--- src/rtl/uart_tx_serializer.sv ---
// -----------------------------------------------------------------------------
// uart_tx_serializer
//
// Byte-level UART transmitter. Each accepted byte is sent on tx_serial as a
// start bit (0), eight data bits LSB first, an optional parity bit, and one
// stop bit (1). Every bit is held for CLKS_PER_BIT clock cycles.
//
// A one-deep pending buffer holds a byte requested while a frame is in
// flight. The next frame then starts on the cycle after tx_done, with no
// idle gap. A request that finds the buffer already full is dropped, and
// the sticky overrun flag is set.
//
// Parameters
//   CLKS_PER_BIT  clock cycles per serial bit (2..65535)
//   PARITY_EN     1 = insert a parity bit between the data and the stop bit
//   PARITY_ODD    parity sense when enabled: 0 = even, 1 = odd
//
// Ports
//   clock      in   system clock; all state changes on the rising edge
//   reset      in   asynchronous, active-low reset
//   tx_byte    in   [7:0] byte to send; read only in the cycle send = 1
//   send       in   one-cycle request to transmit tx_byte
//   tx_serial  out  serial line; high when idle
//   tx_active  out  high from the first start-bit cycle to the last stop-bit cycle
//   tx_done    out  one-cycle pulse on the last cycle of each stop bit
//   overrun    out  sticky; set when a request is dropped, cleared only by reset
// -----------------------------------------------------------------------------
module uart_tx_serializer #(
  parameter int CLKS_PER_BIT = 434,
  parameter bit PARITY_EN    = 1'b0,
  parameter bit PARITY_ODD   = 1'b0
) (
  input  logic       clock,
  input  logic       reset,
  input  logic [7:0] tx_byte,
  input  logic       send,
  output logic       tx_serial,
  output logic       tx_active,
  output logic       tx_done,
  output logic       overrun
);

  localparam int                BAUD_W    = $clog2(CLKS_PER_BIT);
  localparam logic [BAUD_W-1:0] BAUD_LAST = BAUD_W'(CLKS_PER_BIT - 1);

  typedef enum logic [2:0] {
    S_IDLE,
    S_START,
    S_DATA,
    S_PARITY,
    S_STOP
  } state_t;

  // Registered state
  state_t            r_state;
  logic [7:0]        r_shift;      // byte of the frame now on the line
  logic [BAUD_W-1:0] r_baud;       // cycle index within the current bit
  logic [2:0]        r_bit_idx;    // data bit index, 0..7
  logic              r_pend_full;
  logic [7:0]        r_pend_byte;
  logic              r_overrun;

  // Next-state values
  state_t            w_state_nxt;
  logic [7:0]        w_shift_nxt;
  logic [BAUD_W-1:0] w_baud_nxt;
  logic [2:0]        w_bit_idx_nxt;
  logic              w_pend_full_nxt;
  logic [7:0]        w_pend_byte_nxt;
  logic              w_overrun_nxt;

  // Decodes of the current state
  logic w_bit_end;     // last cycle of the current bit
  logic w_last_stop;   // last cycle of the stop bit, which is the tx_done cycle
  logic w_busy;

  assign w_bit_end   = (r_baud == BAUD_LAST);
  assign w_last_stop = (r_state == S_STOP) && w_bit_end;
  assign w_busy      = (r_state != S_IDLE);

  // ---------------------------------------------------------------------------
  // Next-state and output logic
  // ---------------------------------------------------------------------------
  always_comb begin
    // NOTE: every signal written below takes a default first. Any path that
    // does not assign a signal then holds the default, so no latch is inferred.
    w_state_nxt     = r_state;
    w_shift_nxt     = r_shift;
    w_baud_nxt      = r_baud;
    w_bit_idx_nxt   = r_bit_idx;
    w_pend_full_nxt = r_pend_full;
    w_pend_byte_nxt = r_pend_byte;
    w_overrun_nxt   = r_overrun;
    tx_serial       = 1'b1;
    tx_active       = w_busy;
    tx_done         = w_last_stop;
    overrun         = r_overrun;

    // The baud counter runs only inside a frame. It wraps to 0 at the end
    // of every bit, so it is already 0 when the FSM re-enters IDLE or START.
    if (w_busy) begin
      w_baud_nxt = w_bit_end ? '0 : r_baud + 1'b1;
    end

    case (r_state)
      S_IDLE: begin
        tx_serial = 1'b1;
        if (r_pend_full) begin
          w_shift_nxt     = r_pend_byte;
          w_pend_full_nxt = 1'b0;
          w_state_nxt     = S_START;
          // This case cannot occur, because the buffer is always drained at
          // the end of STOP. It is handled so that a request here still
          // refills the buffer.
          if (send) begin
            w_pend_byte_nxt = tx_byte;
            w_pend_full_nxt = 1'b1;
          end
        end else if (send) begin
          w_shift_nxt = tx_byte;
          w_state_nxt = S_START;
        end
      end

      S_START: begin
        tx_serial = 1'b0;
        if (w_bit_end) begin
          w_state_nxt = S_DATA;
        end
      end

      S_DATA: begin
        tx_serial = r_shift[r_bit_idx];
        if (w_bit_end) begin
          // The 3-bit index wraps 7 -> 0, so it is ready for the next frame.
          w_bit_idx_nxt = r_bit_idx + 3'd1;
          if (r_bit_idx == 3'd7) begin
            w_state_nxt = PARITY_EN ? S_PARITY : S_STOP;
          end
        end
      end

      S_PARITY: begin
        tx_serial = (^r_shift) ^ PARITY_ODD;
        if (w_bit_end) begin
          w_state_nxt = S_STOP;
        end
      end

      S_STOP: begin
        tx_serial = 1'b1;
        if (w_bit_end) begin
          // A buffered byte goes first. A request in this same cycle is
          // then a second byte that has nowhere to go.
          if (r_pend_full) begin
            w_shift_nxt     = r_pend_byte;
            w_pend_full_nxt = 1'b0;
            w_state_nxt     = S_START;
            if (send) begin
              w_overrun_nxt = 1'b1;
            end
          end else if (send) begin
            w_shift_nxt = tx_byte;
            w_state_nxt = S_START;
          end else begin
            w_state_nxt = S_IDLE;
          end
        end
      end

      default: begin
        w_state_nxt = S_IDLE;
      end
    endcase

    // A request during a frame, outside the tx_done cycle, goes to the
    // pending buffer. It is dropped if the buffer is already full.
    if (send && w_busy && !w_last_stop) begin
      if (r_pend_full) begin
        w_overrun_nxt = 1'b1;
      end else begin
        w_pend_byte_nxt = tx_byte;
        w_pend_full_nxt = 1'b1;
      end
    end
  end

  // ---------------------------------------------------------------------------
  // State register
  // ---------------------------------------------------------------------------
  // NOTE: the data registers (shift, pending byte) are also reset. They are
  // few bits, and resetting them keeps the line output deterministic straight
  // after reset.
  always_ff @(posedge clock or negedge reset) begin
    if (!reset) begin
      r_state     <= S_IDLE;
      r_shift     <= '0;
      r_baud      <= '0;
      r_bit_idx   <= '0;
      r_pend_full <= 1'b0;
      r_pend_byte <= '0;
      r_overrun   <= 1'b0;
    end else begin
      // NOTE: non-blocking assignments. Every register updates from the
      // values before the edge, whatever order the statements are in.
      r_state     <= w_state_nxt;
      r_shift     <= w_shift_nxt;
      r_baud      <= w_baud_nxt;
      r_bit_idx   <= w_bit_idx_nxt;
      r_pend_full <= w_pend_full_nxt;
      r_pend_byte <= w_pend_byte_nxt;
      r_overrun   <= w_overrun_nxt;
    end
  end

endmodule

--- config.mk ---
export PLATFORM = sky130hd
export DESIGN_NAME = uart_tx_serializer
export DESIGN_NICKNAME = d
export VERILOG_FILES = /design/src/rtl/uart_tx_serializer.sv
export SDC_FILE = /design/constraint.sdc
export NUM_CORES = 1
export LEC_CHECK = 0
export CAP_MARGIN = 20
export CORE_UTILIZATION = 29
export DETAILED_ROUTE_END_ITERATION = 6
export SYNTH_ARGS = -nofsm -noshare
export SYNTH_HDL_FRONTEND = slang
export SYNTH_SLANG_ARGS = --single-unit
--- constraint.sdc ---
create_clock -name clock -period 2 [get_ports clock]
set_input_delay 0.2 -clock clock [delete_from_list [all_inputs] [get_ports clock]]
set_output_delay 0.2 -clock clock [all_outputs]
set_load 0.01 [all_outputs]
=== Word-level counts from Yosys, hierarchy flattened ===
Index checks and enable logic that the tools add are counted.

* Register bits: 33
* Input port bits: 11
* Output and inout bits: 4

* Add/sub/neg operators: 2
* Eq/ne operators: 12
* Mux-type cells: 35
* Order comparisons: 1
* Reduce and logical (&&, ||, !) cells: 11

{| class="wikitable"
|+ Operators by type and width
! kind !! count
|-
| 2-to-1 mux 8 bit || 8
|-
| 2-to-1 mux 3 bit || 7
|-
| one-hot mux 8 bit (2 select lines) || 1
|-
| one-hot mux 3 bit (5 select lines) || 1
|-
| 2-to-1 mux 1 bit || 14
|-
| != test 2 bit (second input constant) || 5
|-
| adder 9 x 1 -> 9 bit (second input constant) || 1
|-
| == test 9 bit (second input constant) || 1
|-
| 2-to-1 mux 9 bit || 1
|-
| XOR reduction 8 bit || 1
|-
| == test 3 x 2 -> 1 bit (second input constant) || 2
|-
| == test 3 bit (second input constant) || 2
|-
| AND reduction 6 bit || 1
|-
| < comparator 3 x 4 -> 1 bit (second input constant) || 1
|-
| AND reduction 2 bit || 2
|-
| adder 3 x 1 -> 3 bit (second input constant) || 1
|-
| binary-select mux 1 bit (select 3 bit) || 1
|-
| == test 3 x 1 -> 1 bit (second input constant) || 1
|-
| logical AND 1 bit || 3
|-
| logical NOT 3 bit || 1
|-
| != test 3 bit (second input constant) || 1
|-
| one-hot mux 1 bit (3 select lines) || 1
|-
| nonzero test 3 bit || 1
|-
| one-hot mux 1 bit (2 select lines) || 1
|-
| other kinds (2) || 2
|}

=== Longest topological paths before layout ===
Gate-level depths: netlist of run 1.

* Depth in word-level cells: 6
* Depth in mapped cells: 7

=== Worst setup path before layout of run 1 ===
No wires, ideal clock.

* Kind: reg-to-reg
* Start point: reg r_state[2]
* End point: reg r_pend_byte[0]
* Period minus slack after synthesis: 1864 ps
* Arrival time: 1739 ps
* Slack: 136 ps
* Cell stages (with the launch flop): 6
* Required time: 1875 ps
* Cell sequence: dfrtp_1 > buf_6 > nor3_4 > inv_4 > a221oi_4 > mux2_2

* Elaborated cells between the ends (all ways): 10
* Those cells by class: 1 x eq/ne; 3 x mux; 6 x reduce/logical

{| class="wikitable"
|+ RTL lines
! item !! RTL line !! source
|-
| from (decl) || 55 || <nowiki>state_t r_state;</nowiki>
|-
| from (signal assigned) || 206 || <nowiki>r_state <= w_state_nxt;</nowiki>
|-
| nonzero test 3 bit || 79 || <nowiki>assign w_busy = (r_state != S_IDLE);</nowiki>
|-
| via tx_active || 38 || <nowiki>output logic tx_active,</nowiki>
|-
| logical AND 1 bit (2 in series) || 178 || <nowiki>if (send && w_busy && !w_last_stop) begin</nowiki>
|-
| 2-to-1 mux 8 bit || 178 ||
|-
| via w_pend_byte_nxt[0] || 69 || <nowiki>logic [7:0] w_pend_byte_nxt;</nowiki>
|-
| to (signal assigned) || 211 || <nowiki>r_pend_byte <= w_pend_byte_nxt;</nowiki>
|-
| to (decl) || 60 || <nowiki>logic [7:0] r_pend_byte;</nowiki>
|}

The timed path passes the listed nets, and every way through them passes these cells.
A chain may end at the register's enable or synchronous reset.

=== Worst setup path in the final report of run 1 ===
* Start point: reg r_state[1]
* End point: out tx_active

* Cells in the longest elaborated chain, start to end: 1

{| class="wikitable"
|+ RTL lines
! item !! RTL line
|-
| nonzero test 3 bit || 79
|-
| to (decl) || 38
|}

Every way passes these cells.

==> impl_metrics.json, run 1 <==
{
  "design.portCount": 15,
  "timing.final.crit_share_pct": 94.3,
  "core_um2": 6030,
  "required_ns": 1.80,
  "yosysWarnings": 0,
  "ys_types": 40,
  "rsz0062_at_grt": "no",
  "track_usage_pct": 14.8,
  "clk_path_buf_depth": 2,
  "clkLatencyLatePin_ns": 0.28,
  "die_y_um": 81.9,
  "ys_seq_area_share_pct": 44.6,
  "slew_headroom_pct": 71.4,
  "fillers": 610,
  "r2r_end": "r_bit_idx[1]",
  "power_frac_seq_pct": 45.2,
  "gp_congestion": 0.806,
  "start_kind": "flop",
  "drive_gt1_share_pct": 21.9,
  "antenna_found_initial": 0,
  "nets": 224,
  "hpwl_mm": 2.87,
  "period_minus_slack_ns": 1.89,
  "cts_setup_buffers": 0,
  "synth_ff_type": "dfrtp_1",
  "drv_slew": 0,
  "vias": 1483,
  "p_sw_uw": 831,
  "intPower_uw": 1650,
  "dieArea_um2": 6710,
  "p_leak_uw": 0.000890,
  "worstSetupEndpointType": "output port",
  "drtAntennaViolNets": 0,
  "firstDrtPassIters": 4,
  "worstSetupPathType": "reg2out",
  "grt-ovfl-total": 0,
  "vdd.ir_drop.worst_uv": 412,
  "grt_pass1_wl_mm": 7.29,
  "max_freq_mhz": 530,
  "n_antenna_cell": 0,
  "start_util_pct": 30.8,
  "async_flop_share_pct": 100,
  "final.setup.tns_ns": 0,
  "synth_seq_cells": 33,
  "clock_sinks": 33,
  "fp-row-count": 28,
  "syn_avg_cell_area_um2": 10.4,
  "setup_viol": 0,
  "p_per_area_nw_per_um2": 1090,
  "final_cell_mix": "dfrtp_1, buf_4, clkdlybuf4s50_1",
  "clkPwrFrac_pct": 19.2,
  "p_sw_share_pct": 33.5,
  "wl_per_cell_um": 14.6,
  "cts_hold_buffers": 0,
  "worst_pin_slew_ns": 0.429,
  "wl_mm": 4.17,
  "final_util_pct": 37.8,
  "ff2ff_setup_slack_ns": 0.18,
  "grt_pass1_vias": 1428,
  "cts-root-buf": "clkbuf_8",
  "path_cells": "nor3_4 > inv_4 > buf_4 > clkdlybuf4s50_1",
  "final_common_cell": "dfrtp_1",
  "die_x_um": 81.9,
  "fin_skew_ns": 0.00369,
  "synthCells": 178,
  "syn-num-nets": 193,
  "status": "completed",
  "p_comb_share_pct": 35.5,
  "cap_violations": 0,
  "finalHoldViolations": 0,
  "numCtsBuffers": 5,
  "htree_levels": 2,
  "critical_path_arrival_ns": 1.69,
  "grt_max_degree": 34,
  "synth_edf_count": 0,
  "io_buffers": 14,
  "path_buf_inv": 3,
  "min_path_type": "in2async",
  "cp_top_family": "buffers and inverters",
  "area_delta_synth_final_pct": 23.0,
  "syn_area_um2": 1850,
  "vias_per_cell": 5.20,
  "drt_iter0_drc": 129,
  "drc": 0,
  "tritoncts": "yes",
  "reg2reg_depth": 6,
  "r2r_start": "r_baud[1]",
  "crit_slowest_cell": "clkdlybuf4s50_1",
  "cp_max_fo": 8,
  "critPathMaxStageDelay_ns": 0.48,
  "clk_pin_slew_ns": 0.06
}
==> worst reg2reg max path: stages, from the launching register on <==
cell	delay [ns]
dfrtp_1	0.40
inv_1	0.06
ha_1	0.14
and4b_1	0.22
nand2_1	0.13
or3_1	0.44
mux2_2	0.30
==> registers in the layout, summed over array words and instances, names as in the netlist <==
signal / count
r_pend_byte: 8
r_state: 3
r_baud: 9
r_pend_full: 1
overrun: 1
r_bit_idx: 3
r_shift: 8
==> kinds of logic (layout without fill, tap and decap cells) <==
family          Yosys count  after routing  synth area share, %
compound gates           37             37                 14.7
xor+xnor                 12             12                 5.67
fa+ha+maj                 4              4                 2.70
buf+inv                  14             46                 3.78
flops                    33             33                 44.6
mux                      14             14                 8.91
simple gates             64             64                 19.7
==> what timing repair did <==
item	CTS	global route
endpoints found under the setup margin	2	3
gates resized for setup	3	4
endpoints found under the hold margin	0	0
pin swaps	0	0
gates cloned	0	0
==> layout make-up <==
| cell class | instances | area (um2) | share of cell area, % |
|---|---|---|---|
| multi-input cells | 131 | 962 | 42.2 |
| flip-flops and latches | 33 | 827 | 36.3 |
| repair buffers | 34 | 298 | 13.1 |
| well taps | 75 | 93.8 | 4.12 |
| clock buffers | 8 | 80.1 | 3.51 |
| inverters | 4 | 17.5 | 0.769 |
==> power groups by stage <==
stage | clock (uW) | sequential, uW | combinational (uW)
6_report | 478 | 1120 | 882
5_1_grt | 544 | 1160 | 987
4_1_cts | 504 | 1120 | 895
3_5_place_dp | 0 | 1130 | 892
3_3_place_gp | 0 | 1120 | 874
2_1_floorplan | 0 | 1080 | 654
==> stage by stage <==
stage	power, uW	instances	hold slack, ns	instance area, um2	setup slack [ns]
floorplan	1730	178	-0.0956	1850	0.136
global placement	1990	277	0.479	2200	0.0834
detailed placement	2020	277	0.486	2200	0.0828
CTS	2520	285	0.337	2280	0.00925
global route	2690	285	0.369	2280	0.0167
finish	2480	285	0.313	2280	0.113
==> per-layer routing <==
layer	up-vias	global-route usage [%]	part of all wire (%)
met5	-	0	0
met4	0	5.26	1.5
met3	6	4.44	2.5
met2	25	21.2	45
met1	726	20.9	51
li1	726	-	-
==> cell usage after synthesis (all sizes together) (2+ instances only) <==
master / instances / area share, %
mux2: 10 / 6.1
buf: 5 / 1.8
nor3: 7 / 2.5
a21oi: 6 / 1.6
inv: 4 / 0.95
nand2: 11 / 2.2
ha: 4 / 2.7
o211ai: 3 / 1.2
clkbuf: 5 / 1.0
nand4: 9 / 3.0
nand3: 11 / 3.0
nor2: 10 / 2.0
dfrtp: 33 / 45
o21ai: 12 / 3.4
a32oi: 8 / 3.8
nor3b: 7 / 2.8
mux2i: 3 / 1.6
xnor2: 11 / 5.2
a22o: 2 / 0.95
nand3b: 2 / 0.81
==> worst max path at each step <==
stage / depth (start not counted) / to / startpoint
5_1_grt: 6 / tx_done / r_baud[1]
3_3_place_gp: 6 / tx_done / r_baud[1]
6_report: 4 / tx_active / r_state[1]
4_1_cts: 4 / tx_serial / r_shift[4]
2_1_floorplan: 5 / r_pend_byte[0] / r_state[2]
3_5_place_dp: 4 / tx_serial / r_shift[4]
No activity file was read; power rests on OpenSTA's default activity.
==> run 2, diff against run 1 <==
--- a/config.mk
+++ b/config.mk
@@ -8,6 +8,7 @@
 export CAP_MARGIN = 20
 export CORE_UTILIZATION = 29
 export DETAILED_ROUTE_END_ITERATION = 6
+export MAX_ROUTING_LAYER = met4
 export SYNTH_ARGS = -nofsm -noshare
 export SYNTH_HDL_FRONTEND = slang
 export SYNTH_SLANG_ARGS = --single-unit
==> run 2 against run 1 <==
Wire length decreased by 0.72%. Clock skew increased by 0.00055 ns. Cell count unchanged. Power down 0.17%. Largest power group unchanged. Utilization unchanged. First-iteration DRC count fell by 12%. Cell area did not move. Combinational power about the same. Critical path type unchanged. Sequential power is essentially flat.
==> impl_metrics.json, run 2 (synthesis results as in run 1) <==
{
  "status": "completed",
  "core_um2": 6030,
  "cp_top_family": "buffers and inverters",
  "drv_slew": 0,
  "path_buf_inv": 3,
  "grt_pass1_vias": 1428,
  "vias": 1470,
  "max_freq_mhz": 529,
  "fillers": 610,
  "finalNonFillerCells": 285,
  "reg_top3": "r_baud x9, r_pend_byte x8, r_shift x8",
  "final.setup.tns_ns": 0,
  "firstDrtPassIters": 4,
  "timing.final.crit_share_pct": 94.5,
  "start_kind": "flop",
  "htree_levels": 2,
  "required_ns": 1.80,
  "hpwl_mm": 2.87,
  "final_common_cell": "dfrtp_1",
  "registers.top_by_ff_count": "r_baud",
  "clkPwrFrac_pct": 19.2,
  "regArea_um2": 827,
  "tritoncts": "yes",
  "worst_pin_slew_ns": 0.427,
  "critPathMaxStageDelay_ns": 0.48,
  "drc": 0,
  "p_sw_uw": 827,
  "p_leak_uw": 0.000890,
  "dieArea_um2": 6710,
  "min_path_type": "in2async",
  "start_util_pct": 30.8,
  "wl_mm": 4.14,
  "track_usage_pct": 15.2,
  "drive_gt1_share_pct": 21.9,
  "period_minus_slack_ns": 1.89,
  "numCtsBuffers": 5,
  "dpl.cell_count": 277,
  "setup_viol": 0,
  "io_buffers": 14,
  "cap_violations": 0,
  "fp-row-count": 28,
  "clk_path_buf_depth": 2,
  "slew_headroom_pct": 71.6,
  "largest_reg_flops": 9,
  "worstSetupPathType": "reg2out",
  "drt_iter0_drc": 113,
  "path_cells": "nor3_4 > inv_4 > buf_4 > clkdlybuf4s50_1",
  "n_antenna_cell": 0,
  "clkLatencyLatePin_ns": 0.28,
  "grt-ovfl-total": 0,
  "multiInputGateArea_um2": 962,
  "cp_max_fo": 8,
  "power_frac_seq_pct": 45.2,
  "nets": 224,
  "clk_pin_slew_ns": 0.07,
  "grt_max_degree": 34,
  "cts-root-buf": "clkbuf_8",
  "wl_per_cell_um": 14.5,
  "design.portCount": 15,
  "crit_slowest_cell": "clkdlybuf4s50_1",
  "intPower_uw": 1650,
  "antenna_found_initial": 0,
  "die_x_um": 81.9,
  "worstSetupEndpointType": "output port",
  "hold_slack_ns": 0.316,
  "p_comb_share_pct": 35.5,
  "cts_setup_buffers": 0,
  "p_sw_share_pct": 33.4,
  "area_delta_synth_final_pct": 23.0,
  "critical_path_arrival_ns": 1.69,
  "drtAntennaViolNets": 0,
  "clock_sinks": 33,
  "gp_congestion": 0.817,
  "finalHoldViolations": 0,
  "fin_skew_ns": 0.00424,
  "final_cell_mix": "dfrtp_1, buf_4, clkdlybuf4s50_1",
  "die_y_um": 81.9,
  "rsz0062_at_grt": "no",
  "p_per_area_nw_per_um2": 1090,
  "vias_per_cell": 5.16,
  "grt_pass1_wl_mm": 7.31,
  "vdd.ir_drop.worst_uv": 412
}
[run 2: cell counts in the layout (fill, tap and decap cells not counted)]
Identical to the previous run, type by type.
[run 2: layout make-up]
class	count	share of cell area [%]
Multi-Input combinational cell	131	42.2
Clock buffer	8	3.51
Sequential cell	33	36.3
Timing Repair Buffer	34	13.1
Tap cell	75	4.12
Inverter	4	0.769
[run 2: power by group through the flow]
stage,combinational [uW],sequential [uW],clock [uW]
final,881,1120,476
after global routing,987,1160,544
after CTS,895,1120,504
after detailed placement,892,1130,0
after global placement,874,1120,0
after floorplan,654,1080,0
[run 2: what timing repair did]
action	CTS	global route
resized for setup	3	4
gates cloned	0	0
setup endpoints to repair	2	3
hold buffers	0	0
[run 2: through the flow]
stage                     area, um2  power, uW  util [%]  setup slack (ns)
after floorplan                1850       1730         -             0.136
after detailed placement       2200       2020      36.5            0.0828
after global routing           2280       2690      37.8            0.0167
final                          2280       2480      37.8             0.110
after CTS                      2280       2520      37.8           0.00925
after global placement         2200       1990      36.5            0.0834
[run 2: metal layers]
metal | vias to the layer above | routed length [um] | track usage [%]
li1 | 726 | - | -
met1 | 712 | 2080 | 21.0
met2 | 28 | 1890 | 21.2
met3 | 4 | 129 | 4.33
met4 | 0 | 46 | 5.26
met5 | - | 0 | -
[run 2: final timing paths]
kind	startpoint	depth (start not counted)	slack [ns]	end
max	r_state[1]	4	0.11	tx_active
min	reset	2	0.32	r_baud[2]
max reg2reg	r_baud[1]	6	0.18	r_bit_idx[1]
min reg2reg	overrun	1	0.49	overrun
max in group asynchronous	reset	2	1.34	r_state[1]
min in group clock	overrun	1	0.49	overrun
